<file path="config.mk">
export PLATFORM = sky130hd
export DESIGN_NAME = irq_ctrl
export DESIGN_NICKNAME = d
export VERILOG_FILES = /design/src/rtl/irq_ctrl.sv
export SDC_FILE = /design/constraint.sdc
export NUM_CORES = 1
export LEC_CHECK = 0
export BUFFER_PORTS_ARGS = -buffer_cell sky130_fd_sc_hd__buf_2
export CAP_MARGIN = 40
export CORE_MARGIN = 2
export CORE_UTILIZATION = 50
export CTS_CLUSTER_SIZE = 20
export DETAILED_ROUTE_END_ITERATION = 8
export GPL_TIMING_DRIVEN = 0
export MAX_ROUTING_LAYER = met4
export PLACE_DENSITY = 0.8
export REMOVE_ABC_BUFFERS = 1
export SLEW_MARGIN = 25
export SYNTH_ARGS = -nofsm -noshare
export SYNTH_HDL_FRONTEND = slang
export SYNTH_SLANG_ARGS = --single-unit
</file>
<file path="constraint.sdc">
create_clock -name CLK -period 2.3 [get_ports CLK]
set_input_delay 0.46 -clock CLK [delete_from_list [all_inputs] [get_ports CLK]]
set_output_delay 0.46 -clock CLK [all_outputs]
set_load 0.02 [all_outputs]
</file>
<file path="src/rtl/irq_ctrl.sv">
// Interrupt controller: priority selection of masked pending sources with a
// two-state request/acknowledge handshake toward the processor.
//
// Build option: define IRQ_CTRL_EDGE_EN to make sources rising-edge
// triggered with sticky pending bits. Without it, sources are level
// triggered and a source that is still high re-pends on every cycle.
module irq_ctrl #(
  parameter int NUM_SRC = 32
) (
  input  logic               CLK,
  input  logic               RES,
  input  logic [NUM_SRC-1:0] src,
  input  logic               mask_we,
  input  logic [NUM_SRC-1:0] mask_wdata,
  input  logic               irq_ack,
  input  logic [4:0]         irq_ack_id,
  output logic               irq,
  output logic [4:0]         irq_id,
  output logic [NUM_SRC-1:0] pending,
  output logic               ack_err
);

  typedef enum logic {
    IDLE = 1'b0,
    REQ  = 1'b1
  } state_t;

  state_t             r_state;
  state_t             w_stateNext;
  logic [4:0]         r_irqId;
  logic [4:0]         w_irqIdNext;
  logic               r_ackErr;
  logic               w_ackErrNext;
  logic [NUM_SRC-1:0] r_mask;
  logic [NUM_SRC-1:0] r_pending;
  logic [NUM_SRC-1:0] w_event;
  logic [NUM_SRC-1:0] w_masked;
  logic [NUM_SRC-1:0] w_ackOneHot;
  logic [NUM_SRC-1:0] w_clr;
  logic               w_ackIdValid;
  logic               w_clrEn;
  logic [4:0]         w_lowestId;

`ifdef IRQ_CTRL_EDGE_EN
  logic [NUM_SRC-1:0] r_srcPrev;

  // Edge history follows src every cycle, including during reset, so a
  // source already high when reset is released does not look like an edge.
  always_ff @(posedge CLK) begin
    r_srcPrev <= src;
  end

  assign w_event = src & ~r_srcPrev;
`else
  assign w_event = src;
`endif

  assign w_masked = r_pending & r_mask;

  // Decode the acknowledged id; ids beyond the implemented sources decode to
  // nothing, which is also how an out-of-range acknowledge is detected.
  always_comb begin
    w_ackOneHot = '0;
    for (int i = 0; i < NUM_SRC; i++) begin
      if (irq_ack_id == 5'(i)) begin
        w_ackOneHot[i] = 1'b1;
      end
    end
  end

  assign w_ackIdValid = |w_ackOneHot;

  // Lowest set index wins, so scan from the top and let lower indices
  // overwrite the result.
  always_comb begin
    w_lowestId = '0;
    for (int i = NUM_SRC - 1; i >= 0; i--) begin
      if (w_masked[i]) begin
        w_lowestId = 5'(i);
      end
    end
  end

  // Request/acknowledge handshake: next state, latched id, error flag and
  // whether this edge clears the acknowledged pending bit.
  always_comb begin
    w_stateNext  = r_state;
    w_irqIdNext  = r_irqId;
    w_ackErrNext = r_ackErr;
    w_clrEn      = 1'b0;
    case (r_state)
      IDLE: begin
        if (irq_ack) begin
          w_ackErrNext = 1'b1;
        end else if (|w_masked) begin
          w_stateNext = REQ;
          w_irqIdNext = w_lowestId;
        end
      end
      REQ: begin
        if (irq_ack) begin
          w_stateNext = IDLE;
          w_clrEn     = 1'b1;
          if (!w_ackIdValid || (irq_ack_id != r_irqId)) begin
            w_ackErrNext = 1'b1;
          end
        end
      end
      default: begin
        w_stateNext = IDLE;
      end
    endcase
  end

  assign w_clr = w_clrEn ? w_ackOneHot : '0;

  // All architectural state; a new event on the same edge as a clear keeps
  // the bit set.
  always_ff @(posedge CLK) begin
    if (RES) begin
      r_state   <= IDLE;
      r_irqId   <= '0;
      r_ackErr  <= 1'b0;
      r_pending <= '0;
      r_mask    <= '0;
    end else begin
      r_state   <= w_stateNext;
      r_irqId   <= w_irqIdNext;
      r_ackErr  <= w_ackErrNext;
      r_pending <= (r_pending & ~w_clr) | w_event;
      if (mask_we) begin
        r_mask <= mask_wdata;
      end
    end
  end

  assign irq     = (r_state == REQ);
  assign irq_id  = r_irqId;
  assign pending = r_pending;
  assign ack_err = r_ackErr;

endmodule

</file>
Word level (Yosys, flattened, before mapping)
Index checks and enable logic that the tools add are counted.
{"block": "word_totals", "regBits": 71, "latchBits": 0, "mem_bits_rw": 0, "rom_bits": 0, "output_inout_bits": 39, "word_cells": 128, "memories": 0}
{"block": "classes", "add_sub_neg": 0, "multipliers": 0, "div": 0, "order_cmp": 0, "eq_ne": 35, "n_shift": 0, "mux": 75, "bitwise": 6, "n_reduce_logical": 7}
{"op": "two-way mux 5 bit", "n": 32}
{"op": "equality test 5 bit, second input constant", "n": 16}
{"op": "AND 32 bit", "n": 2}
{"op": "OR reduction 32 bit", "n": 2}
{"op": "equality test 5 x 4 -> 1 bit, second input constant", "n": 8}
{"op": "two-way mux 1 bit", "n": 40}
{"op": "two-way mux 32 bit", "n": 1}
{"op": "NOT 32 bit", "n": 1}
{"op": "OR 32 bit", "n": 1}
{"op": "equality test 5 x 3 -> 1 bit, second input constant", "n": 4}
{"op": "equality test 5 x 2 -> 1 bit, second input constant", "n": 2}
{"op": "AND reduction 3 bit", "n": 2}
{"op": "equality test 5 x 1 -> 1 bit, second input constant", "n": 1}
{"op": "zero test 5 bit", "n": 1}
{"op": "!= test 5 bit", "n": 1}
{"op": "!= test 2 bit, second input constant", "n": 2}
{"op": "case mux 1 bit (2 select lines)", "n": 2}
{"op": "!= test 2 x 1 -> 1 bit, second input constant", "n": 1}
{"op": "NOT 1 bit", "n": 2}
{"op": "zero test 1 bit", "n": 1}
{"op": "logical OR 1 bit", "n": 1}

Longest topological paths before layout
Gate-level depths: netlist of run 1.
{"block": "logic_depth", "depth_word": 33, "ltp_mapped": 5, "mapped_depth_nobuf": 5}

Worst setup path before layout of run 1
No wires, ideal clock.
{"block": "synth_path", "path_kind": "register to register", "startpoint": "reg r_pending[11], in the netlist pending[11]", "endpoint": "reg r_irqId[0], in the netlist irq_id[0]", "setup_ns": 0.117, "arrival_ns": 2.008, "slack_ns": 0.174, "path_stages_with_launch": 6, "n_path_buf": 0, "synth_period_minus_slack_ns": 2.126, "path_cell_list": "dfxtp_1 -> a22o_1 -> or4_4 -> o41ai_4 -> a2111oi_1 -> a32o_1"}
{"block": "synth_between", "elab_chain_cells": 13, "word_cells_on_any_way": 15}
{"item": "from (decl)", "line": "35", "source": "logic [NUM_SRC-1:0] r_pending;"}
{"item": "from (signal assigned)", "line": "130", "source": "r_pending <= (r_pending & ~w_clr) | w_event;"}
{"item": "AND 32 bit *", "line": "58", "source": "assign w_masked = r_pending & r_mask;"}
{"item": "two-way mux 5 bit (12 in series)", "line": "78", "source": "if (w_masked[i]) begin"}
{"item": "to (signal assigned)", "line": "128", "source": "r_irqId <= w_irqIdNext;"}
{"item": "to (decl)", "line": "30", "source": "logic [4:0] r_irqId;"}
Mark *: on every way between the ends. The rest lies on a longest branch, timed or not.
A chain may end at the register's enable or synchronous reset.

Worst setup path in the final report of run 1
{"block": "layout_path", "startpoint": "reg r_pending[26], in the netlist pending[26]", "endpoint": "reg r_irqId[0], in the netlist irq_id[0]"}
{"block": "layout_between", "elab_chain_cells": 28, "word_cells_on_any_way": 30}
{"item": "AND 32 bit *", "line": "58"}
{"item": "two-way mux 5 bit (27 in series)", "line": "78"}
Marks and branches as above.

==> key figures, run 1 <==
Run status
  • Outcome: finished clean

Floorplanning
  • Total die area: 6970 sq um
  • Num ports: 112
  • Die Y: 83.5 um
  • Core footprint: about 6000 sq um
  • Row count: 28
  • Die width: 83.5 um
  • Starting density of the core: 0.524

Critical path
  • CP Class: reg2reg
  • Required time worst endpoint: roughly 2.5 ns
  • Critical path capture point type: flip-flop
  • Crit path DAT: between 2 and 2.5 ns
  • CP Max Fanout: 5
  • Nature of the critical path startpoint: flip-flop

GRT
  • Global-route wire length before repair: around 14 mm
  • GRT busiest layer: met2
  • Met1 usage: 0.331
  • Met3 usage: 0.0692
  • Vias in the first global route: 3051
  • Gr ovfl total: 0
  • Initial antenna violation count: 0
  • Pin count of the biggest net entering global routing: 73
  • GRT met2 Usage: 0.402
  • GRT Util Overall: 0.260

Timing
  • Slew Limit Fails: 0
  • Max_slew headroom: 0.514
  • FMAX: ~460 MHz
  • Final worst setup slack: 0.121 ns
  • Worst slew pin tran: 0.729 ns
  • Worst Skew: around 0.007 ns
  • Sum Neg Setup Slack: 0 ns
  • Crit share post-route: 0.948
  • RSZ-0062 raised after global routing: no
  • # setup viols final: 0
  • Post-route minimum period: 2.18 ns
  • Final Hold Vio Count: 0

Clocking
  • H-tree depth: 3
  • Clock Latency Late Sink: 0.35 ns
  • Clock Path Buffers: 2
  • Clk pin slew, worst setup/hold paths: 0.07 ns
  • Root Buffer: clkbuf_8
  • Clock sink count: 71
  • CTS tree: yes
  • # resized after CTS: 0
  • CTS Buf Count: 9

Route
  • Initial drt markers: 202
  • Initial DRT Pass Iterations: 5
  • Routed WL: ~8.9 mm
  • Avg Vias per Cell: between 5 and 6
  • # DRC: 0
  • Avg WL per Cell: 15.8 um
  • Vias: 3167
  • Detail Route Antenna Nets: 0

Placed design
  • Final HPWL from detailed placement: 6.50 mm
  • Pre-CTS setup slack: 0.107 ns
  • Port Buffers: 111
  • RePlAce Congestion: 0.876

Final layout
  • Antenna diodes: 0
  • Total Nets Final: 555
  • Filler Cell Count: 528
  • Sequential cell area: 1420 sq um
  • Ratio of cells with drive above 1 in the final layout: 0.282
  • Area grow syn2layout: 27.9%
  • Area of the multi-input gates: 1580 sq um

Yosys
  • Mapped Cells: about 370
  • Register area share after synthesis: 0.450
  • Top cells by count, synth: dfxtp_1 (71), nor2_1 (44), a21oi_1 (39)
  • Top-count cell post-synth: dfxtp_1
  • Synth unique cells: 38
  • Number of synthesized flops with an enable pin: 0
  • Share of the synthesized area in the top cell type: 0.450
  • Ys flop type: dfxtp_1
  • Yosys Warn Count: 0
  • Synthesized area per cell: 8.58 sq um
  • Mapped cell area: 3160 sq um
  • Top cells by area, synth: dfxtp_1 (45%), mux2i_1 (10%), a21oi_1 (6.2%)
  • Async S/R FF share, synth: 0
  • Yosys reg bits: 71
  • Post-synth top area cell: dfxtp_1

Run
  • Max_cap viols: 0

Power and ir drop
  • Worst VDD drop: ~0.00045 V
  • Cell Int Power: 2.23 mW
  • Overall Power: 3.06 mW
  • Net Sw Frac: 0.272
  • Comb pwr share: 0.166
  • Seq pwr share: 0.461
  • PD cells: 758 nW/um^2
  • Switch Pwr: 831 uW
  • Clock power frac: 0.373
  • Pleak: just under 2 nW

Worst hold path
  • Worst hold path type: in2reg
metrics by stage:
stage                     instances  area, sq um  hold WS, ns   util
after floorplan                 356         3110        0.475      -
after CTS                       558         4020        0.322  0.666
after global routing            561         4040        0.329  0.670
after detailed placement        543         3780        0.459  0.628
after global placement          542         3760        0.450  0.624
final                           561         4040        0.323  0.670
routing by layer:
layer,routed length (um),vias up
li1,-,1539
met1,3990,1479
met2,4120,134
met3,641,15
met4,129,0
met5,0,-
power by group through the flow:
stage	registers [mW]	clock network [mW]	logic, mW
6_report	1.41	1.14	0.508
5_1_grt	1.42	1.19	0.556
4_1_cts	1.40	1.14	0.498
3_5_place_dp	1.43	0	0.494
3_3_place_gp	1.43	0	0.481
2_1_floorplan	1.48	0	0.222
worst max-delay path, cell delays in order, from the launching register on:
cell and delay [ns]:
dfxtp_1 0.33, a22o_1 0.27, or4_1 0.61, o41ai_4 0.46
a2111oi_1 0.10, a32o_1 0.30
path summary, 6_finish.rpt:
kind	start	endpoint	slack [ns]	cells after the start
setup / recovery	pending[26]	irq_id[0]	0.12	5
hold reg to reg	ack_err	ack_err	0.49	2
setup reg to reg	pending[26]	irq_id[0]	0.12	5
hold / removal	src[17]	pending[17]	0.32	3
cells in the final DEF (no fill, tap or decap), types with 12 or more instances in the layout:
master    count
buf_2       110
inv_1        31
a22oi_1      13
a21oi_1      39
dfxtp_1      71
o21ai_0      31
nand2_1      24
nor2_1       44
clkbuf_8     12
mux2i_1      32
logic make-up after synthesis:
family / share of synthesized area
buffers and inverters: 0.0511
multiplexers: 0.101
flip-flops: 0.450
AO/OA/AOI/OAI: 0.237
XOR/XNOR: 0.0139
AND/OR/NAND/NOR: 0.147
area by class of cell:
class	count	area share
inverters	31	0.0288
clock buffers	12	0.0409
clock inverters	3	0.0161
repair buffers	115	0.149
multi-input cells	254	0.390
flip-flops and latches	71	0.352
well taps	75	0.0232
timing repair:
item,4_1_cts,5_1_grt
hold buffers,0,0
endpoints found under the hold margin,0,0
setup buffers,0,3
setup endpoints to repair,0,1
sequential cells by signal, summed over array words and instances, names as in the netlist:
register,count
pending,32
ack_err,1
r_mask,32
irq_id,5
irq,1
Power figures use the tool's default switching activity.
==> inputs of run 2 (changes only) <==
--- a/config.mk
+++ b/config.mk
@@ -8,12 +8,12 @@
 export BUFFER_PORTS_ARGS = -buffer_cell sky130_fd_sc_hd__buf_2
 export CAP_MARGIN = 40
 export CORE_MARGIN = 2
-export CORE_UTILIZATION = 50
+export CORE_UTILIZATION = 40
 export CTS_CLUSTER_SIZE = 20
 export DETAILED_ROUTE_END_ITERATION = 8
 export GPL_TIMING_DRIVEN = 0
 export MAX_ROUTING_LAYER = met4
-export PLACE_DENSITY = 0.8
+export PLACE_DENSITY = 0.66
 export REMOVE_ABC_BUFFERS = 1
 export SLEW_MARGIN = 25
 export SYNTH_ARGS = -nofsm -noshare
==> key figures, run 2 (synthesis gave the netlist of run 1 again) <==
Run status
  • Outcome: finished clean

Critical path
  • FF-to-FF End: irq_id[0]
  • Required time worst endpoint: 2.54 ns
  • Nature of the critical path startpoint: flip-flop
  • Worst R2R Setup Slack: 0.07 ns
  • CP Class: reg2reg
  • Slowest-stage cell, CP: or4_1
  • Critical path capture point type: flip-flop
  • Worst r2r src: pending[24]
  • Reg2Reg Depth: 5
  • CP Max Fanout: 6
  • Critical-path cell list: a22o_1 > or4_1 > o41ai_4 > a2111oi_1 > a32o_1
  • Critical path origin: pending[24]
  • Worst path max stage delay: just over 0.6 ns
  • Crit path DAT: roughly 2.5 ns

Clocking
  • CTS Buf Count: 9
  • Clk pin slew, worst setup/hold paths: 0.08 ns
  • Clock Latency Late Sink: 0.35 ns
  • # resized after CTS: 0
  • Clock Path Buffers: 2
  • Root Buffer: clkbuf_8
  • CTS tree: yes
  • H-tree depth: 3
  • Clock sink count: 71

Placed design
  • RePlAce Congestion: 0.868
  • Port Buffers: 111
  • Pre-CTS setup slack: 0.0455 ns
  • Final HPWL from detailed placement: between 6 and 7 mm

Timing
  • Slew Limit Fails: 0
  • Worst Skew: 0.00481 ns
  • Crit share post-route: 0.971
  • Max_slew headroom: 0.513
  • Post-route minimum period: 2.23 ns
  • Sum Neg Setup Slack: 0 ns
  • Final worst setup slack: 0.0657 ns
  • RSZ-0062 raised after global routing: no
  • Final Hold Vio Count: 0
  • Worst slew pin tran: 0.730 ns
  • FMAX: around 450 MHz
  • Min Hold Slack: 0.334 ns
  • # setup viols final: 0

Route
  • # DRC: 0
  • Initial drt markers: 238
  • Detail Route Antenna Nets: 0
  • Vias: around 3200
  • Initial DRT Pass Iterations: 8
  • Avg WL per Cell: 15.8 um
  • Avg Vias per Cell: 5.41
  • Routed WL: about 9.3 mm

GRT
  • Initial antenna violation count: 0
  • GRT Util Overall: 0.225
  • Gr ovfl total: 0
  • Vias in the first global route: between 3000 and 4000
  • Global-route wire length before repair: 14.8 mm
  • Pin count of the biggest net entering global routing: between 70 and 80

Worst hold path
  • Hold Crit Depth: 3
  • Worst hold path type: in2reg
  • Hold wc startpoint: src[17]
  • Worst Hold End: pending[17]

Floorplanning
  • Num ports: 112
  • Core footprint: 7690 sq um
  • Total die area: between 8000 and 9000 sq um
  • Die width: slightly above 90 um
  • Starting density of the core: 0.411
  • Die Y: 92.9 um
  • Row count: 32

Power and ir drop
  • PD cells: 782 nW/um^2
  • Worst VDD drop: between 0.0003 and 0.0004 V
  • Pleak: 1.97 nW

Final layout
  • Antenna diodes: 0
  • Ratio of cells with drive above 1 in the final layout: 0.285
  • Area grow syn2layout: 30.1%
  • Most frequent cells in the layout: buf_2 (110), dfxtp_1 (71), nor2_1 (44), a21oi_1 (39), mux2i_1 (32)
  • Final Util: 0.534
  • Total Nets Final: 556
  • Commonest non-fill, non-tap cell in the layout: buf_2

Run
  • Max_cap viols: 0
==> run 2: cell count changes in the layout (fill, tap and decap cells not counted) <==
cell / before / now
clkbuf_8: 12 / 9
bufinv_16: 2 / 4
clkinv_2: 1 / 3
buf_4: 4 / 5
==> run 2: cell type report <==
class	count	area (sq um)
fill	774	3580
tap	102	128
multi-input combinational	254	1580
sequential	71	1420
clock buffer	9	124
inverter	31	116
clock inverter	7	135
timing repair buffer	116	608
==> run 2: critical path: cells and delay by family (launching register included) <==
| kind | cells | cell delay [ns] |
|---|---|---|
| AOI/OAI and AO/OA | 4 | 1.17 |
| and+or+nand+nor | 1 | 0.61 |
| DFF | 1 | 0.34 |
==> run 2: worst max path at each step <==
| stage | slack, ns | end |
|---|---|---|
| finish | 0.07 | irq_id[0] |
| global route | 0.02 | irq_id[0] |
| CTS | 0.03 | irq_id[0] |
| detailed placement | 0.05 | irq_id[0] |
| global placement | 0.05 | irq_id[0] |
| floorplan | 0.17 | irq_id[0] |
==> run 2: through the flow <==
| step | instances | area (sq um) | total power [mW] |
|---|---|---|---|
| after floorplan | 356 | 3110 | 1.70 |
| after global placement | 569 | 3800 | 1.92 |
| after detailed placement | 570 | 3820 | 1.93 |
| after CTS | 586 | 4080 | 3.21 |
| after global routing | 590 | 4110 | 3.34 |
| final | 590 | 4110 | 3.21 |
==> run 2: repair_timing <==
item	in CTS	in global routing
buffers inserted	0	4
hold buffers	0	0
setup endpoints to repair	0	1
==> run 2: power by group <==
part	switching (mW)	total (mW)	internal, mW
combinational	0.297	0.518	0.221
sequential	0.0874	1.40	1.32
clock	0.464	1.29	0.824
==> run 2: per-layer routing <==
metal	part of all wire	GRT usage	wire length, um
met3	0.089	0.0423	826
met4	0.023	0.0968	215
met2	0.46	0.351	4300
met1	0.43	0.285	3980
met5	0	-	0
==> inputs of run 3 (changes only) <==
--- a/config.mk
+++ b/config.mk
@@ -11,8 +11,7 @@
 export CORE_UTILIZATION = 40
 export CTS_CLUSTER_SIZE = 20
 export DETAILED_ROUTE_END_ITERATION = 8
-export GPL_TIMING_DRIVEN = 0
-export MAX_ROUTING_LAYER = met4
+export GPL_TIMING_DRIVEN = 1
 export PLACE_DENSITY = 0.66
 export REMOVE_ABC_BUFFERS = 1
 export SLEW_MARGIN = 25
==> key figures, run 3 (synthesis gave the netlist of run 1 again) <==
Critical path
  • Worst path max stage delay: 0.57 ns
  • Critical-path cell list: a22o_1 > or4_4 > o41ai_4 > buf_4 > nand2b_1 > o311a_1
  • Worst r2r src: pending[11]
  • CP Max Fanout: 7
  • CP Class: reg2reg
  • FF-to-FF End: irq_id[3]
  • Crit path DAT: 2.23 ns
  • Slowest-stage cell, CP: or4_4
  • Nature of the critical path startpoint: flip-flop
  • Required time worst endpoint: 2.53 ns
  • Worst R2R Setup Slack: 0.30 ns
  • Critical path capture point type: flip-flop
  • Reg2Reg Depth: 6

Clocking
  • # resized after CTS: 0
  • Hold-fix buffers at CTS: 0
  • CTS Buf Count: 9
  • Clk pin slew, worst setup/hold paths: roughly 0.070 ns
  • Root Buffer: clkbuf_8
  • H-tree depth: 3
  • Clock Latency Late Sink: 0.34 ns
  • Clock sink count: 71
  • Clock Path Buffers: 2
  • Setup Fix Bufs, Post-CTS: 0
  • CTS tree: yes

Route
  • Initial DRT Pass Iterations: 5
  • Vias: 3133
  • Avg WL per Cell: between 15 and 20 um
  • Routed WL: 9.48 mm
  • Detail Route Antenna Nets: 0
  • Initial drt markers: 183
  • Avg Vias per Cell: 5.30
  • # DRC: 0

Floorplanning
  • Starting density of the core: 0.411
  • Num ports: 112
  • Total die area: between 8000 and 9000 sq um
  • Die Y: a little over 90 um
  • Row count: 32
  • Die width: 92.9 um
  • Core footprint: 7690 sq um

Timing
  • Post-route minimum period: 2.00 ns
  • Slew Limit Fails: 0
  • Final Hold Vio Count: 0
  • Worst Skew: 0.00587 ns
  • RSZ-0062 raised after global routing: no
  • Min Hold Slack: between 0.3 and 0.4 ns
  • Max_slew headroom: 0.620
  • Final worst setup slack: roughly 0.3 ns
  • Sum Neg Setup Slack: 0 ns
  • # setup viols final: 0
  • Worst slew pin tran: about 0.56 ns
  • Crit share post-route: 0.869
  • FMAX: 500 MHz

Run
  • Max_cap viols: 0

Placed design
  • Post-Place Cells: 575
  • Final HPWL from detailed placement: 7.40 mm
  • RePlAce Congestion: approximately 0.86
  • Port Buffers: 111
  • Placed Area: 3840 sq um
  • Pre-CTS setup slack: 0.321 ns

Worst hold path
  • Worst hold path type: in2reg
  • Worst Hold End: pending[18]
  • Hold wc startpoint: src[18]
  • Hold Crit Depth: 3

Power and ir drop
  • Switch Pwr: 830 uW
  • Worst VDD drop: between 0.0003 and 0.0004 V
  • Cell Int Power: 2.20 mW
  • Clock power frac: 0.368
  • Comb pwr share: 0.168
  • Seq pwr share: 0.464
  • Pleak: slightly below 2 nW
  • PD cells: ~750 nW/um^2
  • Net Sw Frac: 0.274
  • Overall Power: just over 3 mW

GRT
  • Initial antenna violation count: 0
  • Pin count of the biggest net entering global routing: 31
  • Vias in the first global route: 2942
  • GRT Util Overall: 0.221
  • Global-route wire length before repair: 14.7 mm
  • Gr ovfl total: 0

Final layout
  • Area grow syn2layout: 28.7%
  • Antenna diodes: 0
  • Filler Cell Count: between 800 and 900
  • Total Nets Final: around 560
  • Final Util: 0.529
  • Cell area after layout: roughly 4100 sq um
  • Most frequent cells in the layout: buf_2 (111), dfxtp_1 (71), nor2_1 (44), a21oi_1 (39), mux2i_1 (32)
  • Commonest non-fill, non-tap cell in the layout: buf_2
  • Ratio of cells with drive above 1 in the final layout: 0.282
  • Final non-filler cell total: 591

Run status
  • Outcome: finished clean
run 3: changes by cell type in the layout (fill, tap and decap cells not counted), sizes merged:
cell / previous run / this run
buf: 116 / 117
clkbuf: 9 / 13
bufinv: 4 / 2
clkinv: 3 / 1
run 3: power groups by stage:
| stage | combinational [mW] | clock, mW | sequential [mW] |
|---|---|---|---|
| 2_1_floorplan | 0.222 | 0 | 1.48 |
| 3_3_place_gp | 0.504 | 0 | 1.43 |
| 3_5_place_dp | 0.507 | 0 | 1.43 |
| 4_1_cts | 0.509 | 1.13 | 1.40 |
| 5_1_grt | 0.558 | 1.20 | 1.42 |
| 6_report | 0.510 | 1.12 | 1.41 |
run 3: layer usage:
layer	part of all wire	global-route usage	vias up
li1	-	-	1541
met1	0.44	0.289	1450
met2	0.47	0.356	128
met3	0.076	0.0374	14
met4	0.011	0.100	0
met5	0	0	-
run 3: layout make-up:
type                       instances  area, sq um  area share
clock buffer                      13          159      0.0391
clock inverter                     3         65.1      0.0160
inverter                          31          116      0.0286
multi-input combinational        254         1580       0.388
sequential                        71         1420       0.350
tap                              102          128      0.0314
timing repair buffer             117          601       0.148
run 3: how the worst max path moves through the flow:
stage	slack, ns	from	to	cells past startpoint
after floorplan	0.17	pending[11]	irq_id[0]	5
after global placement	0.33	pending[11]	irq_id[3]	6
after detailed placement	0.32	pending[11]	irq_id[3]	6
after CTS	0.30	pending[11]	irq_id[3]	6
after global routing	0.24	pending[11]	irq_id[3]	6
final	0.30	pending[11]	irq_id[3]	6
run 3: worst max-delay path, delay by kind of cell, from the launching register on:
family | cells | cell delay (ns)
AOI/OAI and AO/OA | 3 | 0.72
buffers and inverters | 1 | 0.21
DFF | 1 | 0.33
and+or+nand+nor | 2 | 0.63
